[src/rtl/xung_ctrl.sv]
// Run-time controller for the pulse/tick generator: programmable divider with IDLE/RUN/PAUSE sequencing.
// Optional one-shot mode is enabled with `define XUNG_CTRL_ONESHOT_EN (adds the oneshot port).
module xung_ctrl #(
  parameter int unsigned CLK_HZ = 50_000_000,
  parameter int unsigned DIV_W  = 26,
  parameter int unsigned CNT_W  = 8
) (
  input  logic             clk,
  input  logic             rst,
  input  logic             start,
  input  logic             stop,
  input  logic             pause,
  input  logic             cfg_valid,
  input  logic [DIV_W-1:0] cfg_div,
`ifdef XUNG_CTRL_ONESHOT_EN
  input  logic             oneshot,
`endif
  output logic             cfg_ready,
  output logic             q,
  output logic             tick,
  output logic             running,
  output logic [CNT_W-1:0] tick_cnt
);

  localparam logic [DIV_W-1:0] HALF_RST = DIV_W'(CLK_HZ / 2 - 1);

  typedef enum logic [1:0] {S_IDLE, S_RUN, S_PAUSE} state_t;

  state_t             state_q, state_d;
  logic [DIV_W-1:0]   div_cnt_q, div_cnt_d;
  logic [DIV_W-1:0]   half_div_q, half_div_d;
  logic [CNT_W-1:0]   tick_cnt_q, tick_cnt_d;
  logic               q_q, q_d;
  logic               tick_q, tick_d;
  logic               oneshot_q, oneshot_d;
  logic               oneshot_in;
  logic               wrap;

`ifdef XUNG_CTRL_ONESHOT_EN
  assign oneshot_in = oneshot;
`else
  assign oneshot_in = 1'b0;
`endif

  assign wrap = (div_cnt_q == half_div_q);

  always_comb begin
    state_d    = state_q;
    div_cnt_d  = div_cnt_q;
    half_div_d = half_div_q;
    tick_cnt_d = tick_cnt_q;
    q_d        = q_q;
    tick_d     = 1'b0;
    oneshot_d  = oneshot_q;
    unique case (state_q)
      S_IDLE: begin
        // Forcing q low here also retires the final high level of a one-shot run.
        q_d       = 1'b0;
        div_cnt_d = '0;
        if (cfg_valid) half_div_d = cfg_div;
        if (start) begin
          state_d    = S_RUN;
          tick_cnt_d = '0;
          oneshot_d  = oneshot_in;
        end
      end
      S_RUN: begin
        if (stop) begin
          state_d   = S_IDLE;
          q_d       = 1'b0;
          div_cnt_d = '0;
        end else if (pause) begin
          state_d = S_PAUSE;
        end else if (wrap) begin
          div_cnt_d = '0;
          q_d       = ~q_q;
          if (!q_q) begin
            tick_d     = 1'b1;
            tick_cnt_d = tick_cnt_q + CNT_W'(1);
            if (oneshot_q) state_d = S_IDLE;
          end
        end else begin
          div_cnt_d = div_cnt_q + DIV_W'(1);
        end
      end
      S_PAUSE: begin
        if (stop) begin
          state_d   = S_IDLE;
          q_d       = 1'b0;
          div_cnt_d = '0;
        end else if (start) begin
          state_d = S_RUN;
        end
      end
      default: state_d = S_IDLE;
    endcase
  end

  always_ff @(posedge clk) begin
    if (rst) begin
      state_q    <= S_IDLE;
      div_cnt_q  <= '0;
      half_div_q <= HALF_RST;
      tick_cnt_q <= '0;
      q_q        <= 1'b0;
      tick_q     <= 1'b0;
      oneshot_q  <= 1'b0;
    end else begin
      state_q    <= state_d;
      div_cnt_q  <= div_cnt_d;
      half_div_q <= half_div_d;
      tick_cnt_q <= tick_cnt_d;
      q_q        <= q_d;
      tick_q     <= tick_d;
      oneshot_q  <= oneshot_d;
    end
  end

  assign q         = q_q;
  assign tick      = tick_q;
  assign tick_cnt  = tick_cnt_q;
  assign running   = (state_q == S_RUN);
  assign cfg_ready = (state_q == S_IDLE);

endmodule

[config.mk]
export PLATFORM = sky130hd
export DESIGN_NAME = xung_ctrl
export DESIGN_NICKNAME = d
export VERILOG_FILES = /design/src/rtl/xung_ctrl.sv
export SDC_FILE = /design/constraint.sdc
export NUM_CORES = 1
export LEC_CHECK = 0
export ABC_AREA = 0
export BUFFER_PORTS_ARGS = -buffer_cell sky130_fd_sc_hd__buf_2
export CAP_MARGIN = 30
export CORE_MARGIN = 2
export CORE_UTILIZATION = 38
export DETAILED_ROUTE_END_ITERATION = 8
export GPL_ROUTABILITY_DRIVEN = 1
export PLACE_DENSITY = 0.55
export SYNTH_ARGS = -nofsm -noshare
export SYNTH_HDL_FRONTEND = slang
export SYNTH_SLANG_ARGS = --single-unit
[constraint.sdc]
create_clock -name clk -period 2.4 [get_ports clk]
set_clock_uncertainty 0.05 [all_clocks]
set_input_delay 0.48 -clock clk [delete_from_list [all_inputs] [get_ports clk]]
set_output_delay 0.48 -clock clk [all_outputs]
set_load 0.005 [all_outputs]
==> results of run 1 <==
## worst max path at each step
stage                               startpoint                          to  slack (ns)
floorplan            div_cnt_q[5]$_SDFFE_PP0P_  div_cnt_q[25]$_SDFFE_PP0P_        0.36
global placement    div_cnt_q[17]$_SDFFE_PP0P_              q$_SDFFE_PP0P_        0.27
detailed placement  div_cnt_q[17]$_SDFFE_PP0P_              q$_SDFFE_PP0P_        0.22
CTS                 div_cnt_q[17]$_SDFFE_PP0P_              q$_SDFFE_PP0P_        0.19
global route        div_cnt_q[17]$_SDFFE_PP0P_    tick_cnt[4]$_SDFFE_PP0P_        0.07
finish              div_cnt_q[17]$_SDFFE_PP0P_  div_cnt_q[14]$_SDFFE_PP0P_        0.22
## layout make-up
class                           instances  area share
Clock buffer                            9      0.0347
Clock inverter                          7      0.0137
Inverter                                6     0.00632
Multi-Input combinational cell        285       0.465
Sequential cell                        64       0.359
Tap cell                              102      0.0358
Timing Repair Buffer                   53      0.0849
## state kept, by name, indices dropped and copies added, names as in the netlist
signal,count
tick,1
state_q,2
q,1
half_div_q,26
tick_cnt,8
div_cnt_q,26
## per-layer routing
metal,global-route usage,vias up,part of all wire
met5,0,-,0
met2,0.231,33,0.42
met1,0.233,1170,0.54
met4,0.0725,0,0.014
met3,0.0346,9,0.030
li1,-,1344,-
## power by group
| group | total (mW) | leakage, nW | internal [mW] | switching (mW) |
|---|---|---|---|---|
| logic | 0.191 | 0.811 | 0.0855 | 0.105 |
| clock network | 0.805 | 0.0772 | 0.371 | 0.434 |
| registers | 1.13 | 0.522 | 1.10 | 0.0306 |
| total | 2.12 | 1.41 | 1.55 | 0.570 |
## cells in the mapped netlist
library cell | number | share of area
and3_1 | 7 | 0.014
and3b_1 | 1 | 0.0029
o21bai_1 | 1 | 0.0025
or3_1 | 3 | 0.0062
inv_1 | 6 | 0.0074
and2_1 | 1 | 0.0021
ha_1 | 2 | 0.0082
xor2_1 | 35 | 0.10
and4_1 | 3 | 0.0086
nor3_2 | 1 | 0.0033
a211oi_1 | 3 | 0.0074
dfxtp_1 | 64 | 0.42
or3_4 | 1 | 0.0037
o41ai_1 | 1 | 0.0029
a31oi_1 | 3 | 0.0062
nand2b_1 | 5 | 0.010
o31ai_1 | 1 | 0.0025
or2_2 | 2 | 0.0041
buf_6 | 3 | 0.011
o21a_1 | 2 | 0.0049
nand4_1 | 12 | 0.025
buf_2 | 2 | 0.0033
nor4_2 | 2 | 0.0082
a21oi_1 | 19 | 0.031
nand2_1 | 76 | 0.093
a21oi_4 | 1 | 0.0053
or4b_2 | 1 | 0.0033
nor2_1 | 44 | 0.054
nand3_1 | 5 | 0.0082
mux2i_1 | 2 | 0.0066
nand3b_1 | 17 | 0.042
o21ai_0 | 5 | 0.0082
nor3_1 | 8 | 0.013
xnor2_1 | 15 | 0.043
clkbuf_1 | 12 | 0.015
nor4_1 | 6 | 0.012
## through the flow
stage                     utilization  hold WS [ns]  cell area (µm²)  setup slack, ns
final                           0.459         0.288             3570            0.222
after global routing            0.459         0.283             3570           0.0720
after CTS                       0.459         0.276             3570            0.191
after detailed placement        0.437         0.406             3390            0.220
after global placement          0.437         0.401             3390            0.268
after floorplan                     -         0.398             3050            0.362
## worst min-delay path, cell delays in order
cell	delay, ns
buf_2	0.07
nand2_1	0.04
nand3b_1	0.06
## cells by family (layout without fill, tap and decap cells)
family                   count (synthesis)  in the layout  synth area share
XOR/XNOR                                50             50             0.144
buffers and inverters                   23             75            0.0365
AND/OR/NAND/NOR                        195            195             0.314
flip-flops                              64             64             0.420
adder cells (fa/ha/maj)                  2              2           0.00820
AO/OA/AOI/OAI                           36             36            0.0709
multiplexers                             2              2           0.00656
==> run_results.csv, run 1 <==
group,metric,value,unit
grt,antenna_found_initial,0,
routing,route.detailed.drc,0,
cts,cts_max_level,3,
routing,drtIter0Drc,87,
setup_path,critical_path.cell_chain,"xor2_1, nor4_1, nand4_1, or3_4, a21oi_4, buf_12, nor2_1",
routing,viasPerCell,4.86,
yosys,avgSynthCellArea,8.20,µm²
finish,area_growth,16.9,%
cts,cts_tree,"built",
setup_path,cp_max_fo,26,
finish,multi_input_area,1660,µm²
worst_hold_path,hp-class,"input pin to register",
floorplan,die_w,93.6,µm
cts,cts_resized,0,
yosys,syn_nets,406,
sta,post-route-period-util,0.907,
floorplan,core_area,7770,µm²
setup_path,cp.arrival,2.36,ns
sta,period_needed,2.18,ns
placement,placed_cells,510,
floorplan,die_area,8760,µm²
grt,grt_usage,0.162,
cts,numCtsBuffers,9,
finish,nFillCells,826,
setup_path,start_kind,"register",
setup_path,path_delay_family,"simple AND/OR/NAND/NOR gates",
sta,finalHoldViolations,0,
cts,path_clk_slew,0.08,ns
cts,cts_setup_buffers,0,
floorplan,start_util,0.393,
power_and_ir_drop,leakage,1.41,nW
sta,final_max_slew_viol_count,0,
grt,grt_pass1_vias,2302,
grt,grt_max_degree,37,
setup_path,cp.depth,7,
setup_path,r2r_start,"div_cnt_q[17]$_SDFFE_PP0P_",
grt,grt_pass1_wl,11000,µm
power_and_ir_drop,power_density,596,nW/µm²
finish,drive_gt1_frac,0.182,
yosys,ys_seq_area_frac,0.420,
finish,fin_nets,453,
setup_path,ff2ff_path_depth,7,
setup_path,critPathSlowestCell,"or3_4",
yosys,yosysWarnings,0,
yosys,syn_area,3050,µm²
finish,final_common_cell,"nand2_1",
finish,instances_no_fill,526,
cts,cts-root-buf,"clkbuf_8",
routing,firstDrtPassIters,4,
power_and_ir_drop,total_power,2.12,mW
power_and_ir_drop,vdd_ir_drop_max,0.262,mV
setup_path,path_class,"register to register",
setup_path,crit_buf_inv,1,
routing,routedWlPerCell,12.7,µm
placement,gp_congestion,0.840,
setup_path,r2r-end,"div_cnt_q[14]$_SDFFE_PP0P_",
floorplan,die_h,93.6,µm
cts,cts-hold-fix-buffers,0,
floorplan,io_pins,44,
setup_path,cp-end-kind,"register",
finish,final_cell_mix,"76 x nand2_1, 64 x dfxtp_1, 44 x nor2_1, 43 x buf_2, 35 x xor2_1",
finish,n_antenna_cell,0,
routing,wirelength,6660,µm
status,outcome,"completed",
routing,dr_total_vias,2556,
cts,clk_path_buf_depth,2,
worst_hold_path,hp-start,"cfg_div[13]",
cts,clkSinkCount,64,
sta,clock.fmax,459,MHz
setup_path,critPathRequiredTime,2.58,ns
grt,grt_overflow_total,0,
flow_run,cap_violations,0,
worst_hold_path,holdPathStages,3,
setup_path,r2r_setup_slack,0.22,ns
worst_hold_path,min_to,"half_div_q[13]$_SDFFE_PP1P_",
cts,clkLatencyLatePin,0.34,ns
finish,layout.area.seq,1280,µm²
floorplan,rows,32,
sta,tightest_slew,0.422,ns
sta,relSlewSlack,0.717,
setup_path,cp_slowest_stage_delay,0.50,ns
placement,port_buffers,43,
sta,setup_violations,0,
placement,post-dp-hpwl,4920,µm
routing,postRouteAntennaNets,0,
yosys,syn_inst,372,
yosys,synth_cell_types,36,
sta,rsz0062_at_grt,"false",
sta,fin_tns_setup,0,ns
yosys,synth_seq_cells,64,
(Power assumes the default switching activity.)
==> run 2, diff against run 1 <==
--- a/config.mk
+++ b/config.mk
@@ -8,11 +8,13 @@
 export ABC_AREA = 0
 export BUFFER_PORTS_ARGS = -buffer_cell sky130_fd_sc_hd__buf_2
 export CAP_MARGIN = 30
+export CELL_PAD_IN_SITES_DETAIL_PLACEMENT = 0
+export CELL_PAD_IN_SITES_GLOBAL_PLACEMENT = 1
 export CORE_MARGIN = 2
 export CORE_UTILIZATION = 38
 export DETAILED_ROUTE_END_ITERATION = 8
 export GPL_ROUTABILITY_DRIVEN = 1
-export PLACE_DENSITY = 0.55
+export PLACE_DENSITY = 0.73
 export SYNTH_ARGS = -nofsm -noshare
 export SYNTH_HDL_FRONTEND = slang
 export SYNTH_SLANG_ARGS = --single-unit
==> constraint.sdc (replaced) <==
create_clock -name clk -period 1.9 [get_ports clk]
set_clock_uncertainty 0.05 [all_clocks]
set_input_delay 0.38 -clock clk [delete_from_list [all_inputs] [get_ports clk]]
set_output_delay 0.38 -clock clk [all_outputs]
set_load 0.005 [all_outputs]
==> run 2 against run 1 <==
  * The flow now finishes with violations (negative setup slack)
  * Global-route usage is 1.2 points higher
  * Final cell count up 6.7%
  * Critical endpoint is now q$_SDFFE_PP0P_
  * Sequential power rose by 26%
==> run_results.csv, run 2 (synthesis results as in run 1) <==
group,metric,value,unit
routing,firstDrtPassIters,5,
setup_path,r2r_setup_slack,-0.18,ns
sta,setup_violations,35,
power_and_ir_drop,clockPowerShare,0.440,
grt,antenna_found_initial,0,
grt,grt_overflow_total,0,
finish,multi_input_area,1720,µm²
routing,postRouteAntennaNets,0,
finish,final_common_cell,"nand2_1",
sta,hold_slack,0.188,ns
worst_hold_path,hp-class,"input pin to register",
floorplan,rows,32,
power_and_ir_drop,total_power,3.04,mW
routing,viasPerCell,4.82,
power_and_ir_drop,power_frac_comb,0.091,
setup_path,cp_max_fo,26,
routing,wirelength,7300,µm
floorplan,die_area,8760,µm²
setup_path,critPathRequiredTime,2.08,ns
sta,period_needed,2.08,ns
power_and_ir_drop,leakage,1.65,nW
finish,fin_util,0.511,
setup_path,path_class,"register to register",
finish,instances_no_fill,561,
grt,grt_pass1_vias,2391,
floorplan,die_h,93.6,µm
floorplan,start_util,0.393,
cts,cts_max_level,3,
grt,use_met2,0.260,
power_and_ir_drop,p_switching,0.742,mW
finish,n_antenna_cell,0,
flow_run,cap_violations,0,
floorplan,io_pins,44,
sta,tightest_slew,0.480,ns
cts,path_clk_slew,0.08,ns
routing,routedWlPerCell,13.0,µm
cts,cts-root-buf,"clkbuf_8",
routing,drtIter0Drc,81,
cts,cts-hold-fix-buffers,0,
setup_path,cp-end-kind,"register",
placement,dpl_cell_area,3670,µm²
sta,post-route-period-util,1.09,
grt,grt_max_degree,37,
grt,grt_pass1_wl,11800,µm
power_and_ir_drop,seq_power_share,0.469,
finish,nFillCells,799,
routing,dr_total_vias,2704,
cts,clkLatencyLatePin,0.35,ns
sta,clock.fmax,481,MHz
status,outcome,"complete, but fails checks",
cts,clkSinkCount,64,
sta,final_max_slew_viol_count,0,
sta,finalHoldViolations,0,
power_and_ir_drop,sw_frac_of_total,0.244,
finish,final_cell_mix,"76 x nand2_1, 61 x dfxtp_1, 43 x nor2_1, 43 x buf_2, 42 x buf_4",
power_and_ir_drop,p_int,2.30,mW
placement,post-dp-hpwl,5420,µm
finish,drive_gt1_frac,0.268,
cts,clk_path_buf_depth,2,
finish,layout.area.seq,1280,µm²
cts,numCtsBuffers,9,
cts,cts_tree,"built",
floorplan,core_area,7770,µm²
routing,route.detailed.drc,0,
grt,gr-usage-met3,0.0314,
status,failed_checks,"negative setup slack",
finish,fin_nets,488,
setup_path,cp.arrival,2.26,ns
sta,timing.final.ws_setup,-0.179,ns
placement,port_buffers,43,
setup_path,start_kind,"register",
power_and_ir_drop,power_density,766,nW/µm²
grt,grt_busiest_layer,"met2",
power_and_ir_drop,vdd_ir_drop_max,0.400,mV
sta,relSlewSlack,0.680,
sta,rsz0062_at_grt,"true",
placement,placed_cells,545,
grt,grt_usage,0.174,
finish,area_growth,30.0,%
grt,met1_usage,0.249,
finish,stdcell_area,3970,µm²
placement,gp_congestion,0.835,
floorplan,die_w,93.6,µm
==> run 2: area by class of cell <==
| type | instances | share of cell area |
|---|---|---|
| Multi-Input combinational cell | 285 | 0.434 |
| Sequential cell | 64 | 0.324 |
| Timing Repair Buffer | 88 | 0.147 |
| Clock buffer | 10 | 0.0347 |
| Tap cell | 102 | 0.0322 |
| Clock inverter | 6 | 0.0227 |
| Inverter | 6 | 0.00568 |
==> run 2: what timing repair did <==
item | 4_1_cts | 5_1_grt
resized for setup | 9 | 8
setup buffers | 0 | 0
pin swaps | 3 | 2
endpoints found under the setup margin | 35 | 37
==> run 2: critical path, stage by stage, from the launching register on <==
cell	delay, ns
dfxtp_2	0.34
xor2_2	0.18
nor4_4	0.32
nand4_1	0.20
or3_4	0.44
a21oi_4	0.18
buf_12	0.19
o21bai_1	0.07
==> run 2: per-stage QoR <==
| stage | TNS (ns) | worst slack, ns |
|---|---|---|
| final | -4.64 | -0.179 |
| after CTS | -3.84 | -0.161 |
| after global placement | -8.32 | -0.266 |
| after global routing | -7.73 | -0.266 |
| after floorplan | -1.42 | -0.0734 |
| after detailed placement | -7.57 | -0.242 |
==> run 2: path summary, 6_finish.rpt <==
kind,start,to,cells past startpoint
max,half_div_q[24]$_SDFFE_PP1P_,q$_SDFFE_PP0P_,7
min,cfg_div[11],half_div_q[11]$_SDFFE_PP1P_,3
max reg2reg,half_div_q[24]$_SDFFE_PP1P_,q$_SDFFE_PP0P_,7
min reg2reg,half_div_q[8]$_SDFFE_PP0P_,half_div_q[8]$_SDFFE_PP0P_,2
==> run 2: power by group through the flow <==
stage	sequential, mW	combinational (mW)	clock (mW)
3_5_place_dp	1.45	0.269	0
3_3_place_gp	1.45	0.267	0
5_1_grt	1.43	0.314	1.43
4_1_cts	1.42	0.276	1.37
6_report	1.42	0.277	1.34
2_1_floorplan	1.44	0.169	0
==> run 2: layer usage <==
| metal | vias to the layer above | wire length, µm |
|---|---|---|
| li1 | 1413 | - |
| met3 | 12 | 312 |
| met4 | 0 | 121 |
| met2 | 51 | 3100 |
| met5 | - | 0 |
| met1 | 1228 | 3770 |
